`src/rtl/mem_access_unit.sv`:
```
// Memory access unit: runs word/byte loads and stores against a word-wide,
// single-port, synchronous-read RAM. Byte stores are read-modify-write.
// Load results are sign/zero extended and held until the next successful load.
module mem_access_unit #(
   parameter int unsigned ADDR_W     = 10,
   parameter bit          BIG_ENDIAN = 1'b1
) (
   input  logic              clk_i,
   input  logic              rst_ni,
   input  logic              req_i,
   input  logic              mem_write_i,
   input  logic [1:0]        mem_mode_i,
   input  logic [31:0]       addr_i,
   input  logic [31:0]       wdata_i,
   output logic [31:0]       rdata_o,
   output logic              ready_o,
   output logic              err_o,
   output logic              ram_en_o,
   output logic              ram_we_o,
   output logic [ADDR_W-1:0] ram_addr_o,
   output logic [31:0]       ram_wdata_o,
   input  logic [31:0]       ram_rdata_i
);

   localparam logic [1:0] ModeWord  = 2'b00;
   localparam logic [1:0] ModeSByte = 2'b01;
   localparam logic [1:0] ModeUByte = 2'b10;
   localparam logic [1:0] ModeRsvd  = 2'b11;

   typedef enum logic [2:0] {
      StIdle,
      StRd,
      StLoadCap,
      StMerge,
      StWrite,
      StDone
   } state_e;

   state_e             state_q;
   logic [ADDR_W+1:0]  addr_q;
   logic [1:0]         mode_q;
   logic [31:0]        wdata_q;
   logic               write_q;
   logic               err_q;
   logic [31:0]        wbuf_q;
   logic [31:0]        rdata_q;

   logic [4:0]         lane_sh;
   logic [7:0]         lane_byte;
   logic [31:0]        load_d;
   logic [31:0]        wbuf_d;
   logic               bad_req;
   logic               unused_addr;

   // Address bits above the RAM range alias onto the same words.
   assign unused_addr = ^addr_i[31:ADDR_W+2];

   // Decode of an incoming request that can never touch the RAM.
   assign bad_req = (mem_mode_i == ModeRsvd) ||
                    ((mem_mode_i == ModeWord) && (addr_i[1:0] != 2'b00));

   // Byte-lane selection, load extension and store merge on the RAM read word.
   always_comb begin
      // Big-endian: offset 0 is the top byte, so the shift is (3 - offset) bytes.
      lane_sh   = BIG_ENDIAN ? {~addr_q[1:0], 3'b000} : {addr_q[1:0], 3'b000};
      lane_byte = 8'(ram_rdata_i >> lane_sh);
      load_d    = ram_rdata_i;
      unique case (mode_q)
         ModeSByte: load_d = {{24{lane_byte[7]}}, lane_byte};
         ModeUByte: load_d = {24'h000000, lane_byte};
         default:   load_d = ram_rdata_i;
      endcase
      wbuf_d = (ram_rdata_i & ~(32'h0000_00ff << lane_sh)) |
               ({24'h000000, wdata_q[7:0]} << lane_sh);
   end

   // Access sequencer with the latched request and data registers.
   always_ff @(posedge clk_i or negedge rst_ni) begin
      if (!rst_ni) begin
         state_q <= StIdle;
         addr_q  <= '0;
         mode_q  <= '0;
         wdata_q <= '0;
         write_q <= 1'b0;
         err_q   <= 1'b0;
         wbuf_q  <= '0;
         rdata_q <= '0;
      end else begin
         unique case (state_q)
            StIdle: begin
               if (req_i) begin
                  addr_q  <= addr_i[ADDR_W+1:0];
                  mode_q  <= mem_mode_i;
                  wdata_q <= wdata_i;
                  write_q <= mem_write_i;
                  if (bad_req) begin
                     err_q   <= 1'b1;
                     state_q <= StDone;
                  end else begin
                     err_q   <= 1'b0;
                     state_q <= (mem_write_i && (mem_mode_i == ModeWord)) ? StWrite : StRd;
                  end
               end
            end
            StRd: begin
               state_q <= write_q ? StMerge : StLoadCap;
            end
            StLoadCap: begin
               rdata_q <= load_d;
               state_q <= StDone;
            end
            StMerge: begin
               wbuf_q  <= wbuf_d;
               state_q <= StWrite;
            end
            StWrite: begin
               state_q <= StDone;
            end
            StDone: begin
               // req is deliberately ignored here; a held req restarts from IDLE.
               state_q <= StIdle;
            end
            default: begin
               state_q <= StIdle;
            end
         endcase
      end
   end

   // RAM strobes decoded from state so an asynchronous reset drops them at once.
   always_comb begin
      ram_en_o    = (state_q == StRd);
      ram_we_o    = (state_q == StWrite);
      ram_addr_o  = '0;
      ram_wdata_o = '0;
      if ((state_q == StRd) || (state_q == StWrite)) begin
         ram_addr_o = addr_q[ADDR_W+1:2];
      end
      if (state_q == StWrite) begin
         ram_wdata_o = (mode_q == ModeWord) ? wdata_q : wbuf_q;
      end
      ready_o = (state_q == StDone);
      err_o   = (state_q == StDone) && err_q;
      rdata_o = rdata_q;
   end

endmodule

```
`config.mk`:
```
export PLATFORM = sky130hd
export DESIGN_NAME = mem_access_unit
export DESIGN_NICKNAME = d
export VERILOG_FILES = /design/src/rtl/mem_access_unit.sv
export SDC_FILE = /design/constraint.sdc
export NUM_CORES = 1
export LEC_CHECK = 0
export CELL_PAD_IN_SITES_DETAIL_PLACEMENT = 1
export CELL_PAD_IN_SITES_GLOBAL_PLACEMENT = 2
export CORE_MARGIN = 3
export CORE_UTILIZATION = 31
export DETAILED_ROUTE_END_ITERATION = 10
export GPL_TIMING_DRIVEN = 0
export PLACE_DENSITY_LB_ADDON = 0.2
export SETUP_SLACK_MARGIN = 0.1
export SLEW_MARGIN = 0
export SYNTH_ARGS = -nofsm -noshare
export SYNTH_HDL_FRONTEND = slang
export SYNTH_SLANG_ARGS = --single-unit
```
`constraint.sdc`:
```
create_clock -name clk_i -period 5.3 [get_ports clk_i]
set_input_delay 1.06 -clock clk_i [delete_from_list [all_inputs] [get_ports clk_i]]
set_output_delay 1.06 -clock clk_i [all_outputs]
set_load 0.02 [all_outputs]
```
After elaboration in Yosys (flattened, before gate mapping) --
Cells that the tools add are included.
Cells by class: add/sub/neg operators 0, $mul 0, div/mod/pow operators 0, $lt $le $gt $ge 0, equal/unequal tests 9, shift operators 3, multiplexer cells 10, bitwise operators 4, reduce and logical (&&, ||, !) cells 11
Operators by type and width (count):
- $mux W32 | 2
- $pmux W32 S2 | 1
- $and A32 B32 Y32 | 1
- $not A32 Y32 | 1
- $or A32 B32 Y32 | 1
- $shl A8 B5 Y32 | 1
- $shl A8 B5 Y32 const A | 1
- $shr A32 B5 Y8 | 1
- $pmux W3 S4 | 1
- $mux W10 | 1
- $mux W3 | 3
- $eq A3 B2 Y1 const B | 2
- $eq A3 B3 Y1 const B | 2
- $eq A2 B2 Y1 const B | 2
- $logic_not A2 Y1 | 2
- $eq A3 B1 Y1 const B | 1
- $logic_and A1 B1 Y1 | 3
- $logic_not A3 Y1 | 1
- $eq A2 B1 Y1 const B | 1
- $logic_or A1 B1 Y1 | 2
- $mux W1 | 2
- $ne A2 B2 Y1 const B | 1
- $not A2 Y2 | 1
- $reduce_and A2 Y1 | 1
- 2 further kinds | 2
Storage, ports and cells: bits in registers 115, latch bits 0, RAM bits 0, ROM bits 0, output and inout port bits 78, memories 0

Depth between registers and ports, before layout --
Gate-level depths: netlist of run 1.
word-level depth 6, depth in mapped cells 6, depth with buffers taken out 5

Worst setup path before layout of run 1 --
OpenSTA, ideal clock, no wires.
kind register to output, start point reg mode_q[0], end point out ram_wdata_o[10], arrival time 1604 ps, required time 4240 ps, setup slack 2636 ps, cell stages (with the launch flop) 7, path buffers 2, cell sequence dfrtp_1 -> inv_1 -> ha_1 -> buf_2 -> clkbuf_1 -> mux2i_1 -> nor2_1
On the way: longest elaborated chain between the ends 3
Ends and longest elaborated chain:
- start, declared | line 41 | logic [1:0] mode_q;
- start signal, assigned | line 93 | mode_q <= mem_mode_i;
- $logic_not A2 Y1 | line 140 | ram_wdata_o = (mode_q == ModeWord) ? wdata_q : wbuf_q;
- $mux W32 | line 140
- $mux W32 | line 139 | if (state_q == StWrite) begin
- end, declared | line 21 | output logic [31:0] ram_wdata_o,
No other way between the ends.

Worst setup path in the final report of run 1 --
start point reg mode_q[1], end point out ram_wdata_o[11]
The elaborated chain is that of the path after synthesis.

==> impl_metrics.yaml, run 1 <==
floorplan:
  io_pins: 180
  die_w_um: 142
  die_h_um: 142
  start_util_pct: 32.2
  dieArea_um2: 20000
  rows: 48
  coreArea_um2: 17700
logic_synthesis:
  syn-num-nets: 632
  synth_cell_types: 37
  netlist_area_um2: 5690
  synth_seq_area_share_pct: 50.6
  yosys_warnings: 0
  synth_cells: 527
  synth.avg_cell_area_um2: 10.8
  synth.ff_latch_count: 115
final_layout:
  nNetsFinal: 811
  n_antenna_cell: 0
  fin_util_pct: 46.3
  layout-drive-gt1-share_pct: 13.0
  areaGrowthSynthToFinish_pct: 43.5
  multiInputGateArea_um2: 2580
  seq_area_um2: 2880
  final_common_cell: "clkdlybuf4s50_1"
  mostFrequentLayoutCells: "clkdlybuf4s50_1 (158), dfrtp_1 (115), mux2i_1 (71), nor2_1 (61), a21oi_1 (49)"
  fillers: 1924
critical_path:
  crit_start: "mode_q[1]"
  critPathArrivalTime_ns: 2.73
  crit_fanout: 10
  end_kind: "output pin"
  ff2ff_path_depth: 6
  r2r-end: "rdata_o[2]"
  worstPathRequired_ns: 4.24
  path_class: "reg -> out"
  worstSetupStartpointType: "flip-flop"
  rrSetupSlack_ns: 3.34
  cp_slowest_cell: "clkdlybuf4s50_1"
  worstPathCellList: "inv_1, ha_1, buf_2, clkbuf_1, mux2i_1, nor2_1, clkdlybuf4s50_1"
  r2r-start: "mode_q[0]"
  cp_slowest_stage_delay_ns: 0.62
routing:
  drtIter0Drc: 189
  dr_total_vias: 4688
  antenna_left: 0
  dr.pass1.iters: 4
  wirelength_mm: 19.3
  vias_per_cell: 4.97
  routedWlPerCell_um: 20.5
  post-route-drc-count: 0
grt:
  grt-busiest-layer: "met2"
  antenna_found_initial: 0
  grt_pass1_wl_mm: 30.6
  grt_usage_pct: 19.8
  use_met2_pct: 32.2
  overflow: 0
  use_met3_pct: 4.79
  grt_pass1_vias: 5294
  use_met1_pct: 26.5
  grt_max_degree: 63
clocking:
  h-tree-depth: 4
  cts_inserted_buffers: 17
  post_cts_buffers: 0
  cts_tree: "built"
  path_clk_slew_ns: 0.05
  clk_latency_ns: 0.42
  numClockSinks: 115
  cts_resized: 0
  clk_root_buffer_cell: "clkbuf_16"
  cts_buffer_depth: 2
  cts_hold_buf: 0
timing:
  clock_skew_ns: 0.0115
  setup_viol: 0
  rsz0062_at_grt: "no"
  maxSlewViolCount: 0
  fmax_mhz: 264
  finalCritPeriodShare_pct: 71.5
  worst_pin_slew_ns: 0.712
  min_period_ns: 3.79
  hold_violations: 0
  max_slew_margin_pct: 52.3
  tns_ns: 0
power:
  p_leak_nw: 3.56
  seqPwrFrac_pct: 30.1
  switching_power_mw: 2.16
  clkPwrFrac_pct: 20.7
  power_density_nw_per_um2: 671
  p_comb_share_pct: 49.1
  max-vdd-ir-drop_mv: 0.294
  swShare_pct: 39.3
  internal_power_mw: 3.32
hold_path:
  hp-start: "wbuf_q[7]"
  min_to: "wbuf_q[7]"
  hold_path_class: "reg -> reg"
  hold_depth: 2
placed_design:
  dp_hpwl_mm: 14.5
  gp_congestion: 0.797
  io_buffer_count: 159
job:
  max_cap_viol_count: 0
outcome:
  status: "complete, no violations"
[state kept, by name, indices dropped and copies added, names as in the netlist]
| signal | cells |
|---|---|
| mode_q | 2 |
| state_q | 3 |
| write_q | 1 |
| addr_q | 12 |
| wbuf_q | 32 |
| err_q | 1 |
| rdata_o | 32 |
| wdata_q | 32 |
[power by group through the flow]
stage	logic [mW]	registers, mW	clock network (mW)
floorplan	1.57	1.69	0
global placement	2.64	1.64	0
detailed placement	2.71	1.66	0
CTS	2.73	1.66	1.16
global route	2.93	1.71	1.20
finish	2.69	1.65	1.14
[final cells by class]
class,instances,area share (%)
repair buffers,160,19.8
multi-input cells,369,31.6
plain buffers,38,2.57
clock inverters,11,1.69
inverters,5,0.230
well taps,225,3.45
flip-flops and latches,115,35.2
clock buffers,20,5.35
[Yosys cell counts, drive strengths merged]
| cell type | count | area (um^2) |
|---|---|---|
| and2 | 11 | 68.8 |
| o211a | 1 | 10.0 |
| nor3b | 3 | 33.8 |
| or3 | 1 | 6.26 |
| a21boi | 1 | 7.51 |
| a31oi | 1 | 6.26 |
| o21ai | 42 | 210 |
| o211ai | 3 | 22.5 |
| a21oi | 49 | 245 |
| dfrtp | 115 | 2880 |
| a2bb2oi | 7 | 61.3 |
| mux2i | 71 | 711 |
| ha | 3 | 37.5 |
| nand2b | 4 | 25.0 |
| nand2 | 46 | 175 |
| nor2b | 1 | 6.26 |
| xnor2 | 1 | 8.76 |
| nor2 | 62 | 235 |
| o221ai | 7 | 61.3 |
| mux4 | 1 | 22.5 |
| buf | 19 | 139 |
| clkbuf | 19 | 71.3 |
| and3b | 1 | 8.76 |
| nand3b | 2 | 15.0 |
| nand3 | 3 | 20.0 |
| inv | 5 | 18.8 |
| nor4b | 1 | 23.8 |
| mux2 | 45 | 544 |
| a311o | 1 | 10.0 |
| or3b | 1 | 8.76 |
[kinds of logic after synthesis]
group	Yosys count	synth area share (%)
AND/OR/NAND/NOR	136	11.0
multiplexers	117	22.4
flip-flops	115	50.6
AO/OA/AOI/OAI	112	11.1
buffers and inverters	43	4.02
adder cells (fa/ha/maj)	3	0.660
XOR/XNOR	1	0.154
[how the worst max path moves through the flow]
| stage | endpoint | cells past startpoint |
|---|---|---|
| after floorplan | ram_wdata_o[10] | 6 |
| after global placement | rdata_o[27] | 1 |
| after detailed placement | ram_wdata_o[10] | 7 |
| after CTS | ram_wdata_o[11] | 7 |
| after global routing | ram_wdata_o[19] | 7 |
| final | ram_wdata_o[11] | 7 |
[worst max-delay path, delay by kind of cell, from the launching register on]
family	cells	cell delay (ns)
adder cells (fa/ha/maj)	1	0.15
buffers and inverters	4	1.47
flip-flops	1	0.38
multiplexers	1	0.17
AND/OR/NAND/NOR	1	0.15
[stage by stage]
stage	hold WS (ns)	worst slack [ns]	total power, mW	std cells	cell area [um^2]
floorplan	0.449	2.64	3.26	527	5690
global placement	0.463	-1.57	4.29	911	7560
detailed placement	0.473	1.91	4.37	912	7590
CTS	0.484	1.46	5.55	943	8170
global route	0.518	1.30	5.85	943	8170
finish	0.480	1.51	5.48	943	8170
[routing by layer]
layer  share of wire, %  routed length, um
met5                  0                  0
met3                4.7                914
met4                1.4                265
met2                 49               9450
met1                 45               8690
Power figures use the tool's default switching activity.
==> run 2, diff against run 1 <==
CORE_UTILIZATION = 26   (was 31)
clock period = 3.45 ns   (was 5.3 ns; I/O delays follow)
==> impl_metrics.yaml, run 2 (synthesis results as in run 1) <==
critical_path:
  rrSetupSlack_ns: 1.51
  worst-path-buf-inv: 4
  cp_slowest_stage_delay_ns: 0.55
  ff2ff_path_depth: 4
  worstPathRequired_ns: 2.76
  worstSetupStartpointType: "flip-flop"
  crit_fanout: 10
  critPathArrivalTime_ns: 2.52
  path_class: "reg -> out"
  worstPathCellList: "inv_1, ha_1, buf_2, buf_2, mux2i_1, nor2_1, clkdlybuf4s50_1"
  cp_slowest_cell: "clkdlybuf4s50_1"
  cp_top_family: "buffers and inverters"
  worst_path_most_repeated_cell: "buf_2"
  r2r-start: "state_q[2]"
  end_kind: "output pin"
  r2r-end: "rdata_o[6]"
clocking:
  cts_inserted_buffers: 17
  cts_tree: "built"
  clk_root_buffer_cell: "clkbuf_16"
  clk_latency_ns: 0.42
  h-tree-depth: 4
  numClockSinks: 115
  path_clk_slew_ns: 0.06
  cts_hold_buf: 0
  cts_buffer_depth: 2
grt:
  grt_pass1_vias: 5447
  grt_pass1_wl_mm: 31.5
  overflow: 0
  grt_max_degree: 83
  grt_usage_pct: 17.2
  antenna_found_initial: 0
job:
  max_cap_viol_count: 0
routing:
  maxUsedRoutingLayer: "met4"
  wl_met3_um: 947
  post-route-drc-count: 0
  antenna_left: 0
  wl_met1_mm: 9.12
  dr_total_vias: 4657
  drtIter0Drc: 114
  wl_met2_mm: 9.74
  routedWlPerCell_um: 20.3
  dr.pass1.iters: 4
  wirelength_mm: 20.1
  vias_per_cell: 4.69
timing:
  max_slew_margin_pct: 51.7
  fmax_mhz: 312
  setup_viol: 0
  min_period_ns: 3.21
  finalCritPeriodShare_pct: 93.0
  clock_skew_ns: 0.00611
  hold_violations: 0
  maxSlewViolCount: 0
  worst_pin_slew_ns: 0.721
  rsz0062_at_grt: "no"
  holdWs_ns: 0.161
outcome:
  status: "complete, no violations"
power:
  power_density_nw_per_um2: 1030
  power_mw: 8.49
  max-vdd-ir-drop_mv: 0.389
  p_leak_nw: 3.57
hold_path:
  hold_path_class: "in -> async"
final_layout:
  mostFrequentLayoutCells: "clkdlybuf4s50_1 (158), dfrtp_1 (115), mux2i_1 (71), nor2_1 (60), a21oi_1 (49)"
  final_common_cell: "clkdlybuf4s50_1"
  nNetsFinal: 811
  areaGrowthSynthToFinish_pct: 45.1
  layout-drive-gt1-share_pct: 13.8
  seq_area_um2: 2880
  fillers: 2325
  n_antenna_cell: 0
  multiInputGateArea_um2: 2590
placed_design:
  dp_hpwl_mm: 15.2
  io_buffer_count: 159
  gp_congestion: 0.813
floorplan:
  die_h_um: 154
  dieArea_um2: 23700
  io_pins: 180
  coreArea_um2: 21300
  die_w_um: 154
  start_util_pct: 26.7
  rows: 53
-- run 2: cell count changes in the layout (fill, tap and decap cells not counted), sizes merged --
| cell | before | now |
|---|---|---|
| clkbuf | 39 | 38 |
| clkinv | 5 | 6 |
| clkinvlp | 3 | 4 |
-- run 2: timing repair --
action,in CTS,in global routing
resized for setup,1,4
setup endpoints to repair,10,28
buffers inserted,0,0
-- run 2: layout make-up --
class,count,share of cell area (%)
tap,275,4.17
buffer,38,2.58
multi-input combinational,369,31.4
clock buffer,19,5.24
sequential,115,34.8
inverter,5,0.227
clock inverter,13,1.95
timing repair buffer,160,19.6
-- run 2: where the power goes --
part	internal (mW)	leakage, nW	switching [mW]
combinational	1.95	1.92	2.20
sequential	2.04	1.37	0.497
clock	1.13	0.279	0.670
-- run 2: stage by stage --
stage                     setup slack, ns  TNS [ns]  utilization [%]  area, um^2  cells
after floorplan                      1.16         0                -        5690    527
after global placement              -3.04   -348.31             35.8        7630    961
after detailed placement            0.391         0             36.0        7660    962
after CTS                           0.160         0             38.8        8250    994
after global routing                0.106         0             38.8        8260    994
final                               0.240         0             38.8        8260    994
-- run 2: worst max-delay path by stage --
stage | startpoint | to | slack (ns) | depth (start not counted)
after floorplan | mode_q[0] | ram_wdata_o[10] | 1.16 | 6
after global placement | rst_ni | rdata_o[13] | -3.04 | 1
after detailed placement | mode_q[1] | ram_wdata_o[11] | 0.39 | 7
after CTS | state_q[1] | ram_wdata_o[10] | 0.16 | 6
after global routing | mode_q[1] | ram_wdata_o[0] | 0.11 | 7
final | mode_q[1] | ram_wdata_o[0] | 0.24 | 7
-- run 2: metal layers --
layer | global-route usage, % | vias up
li1 | - | 2206
met1 | 21.9 | 2327
met2 | 28.8 | 107
met3 | 4.78 | 17
met4 | 4.63 | 0
met5 | 0 | -
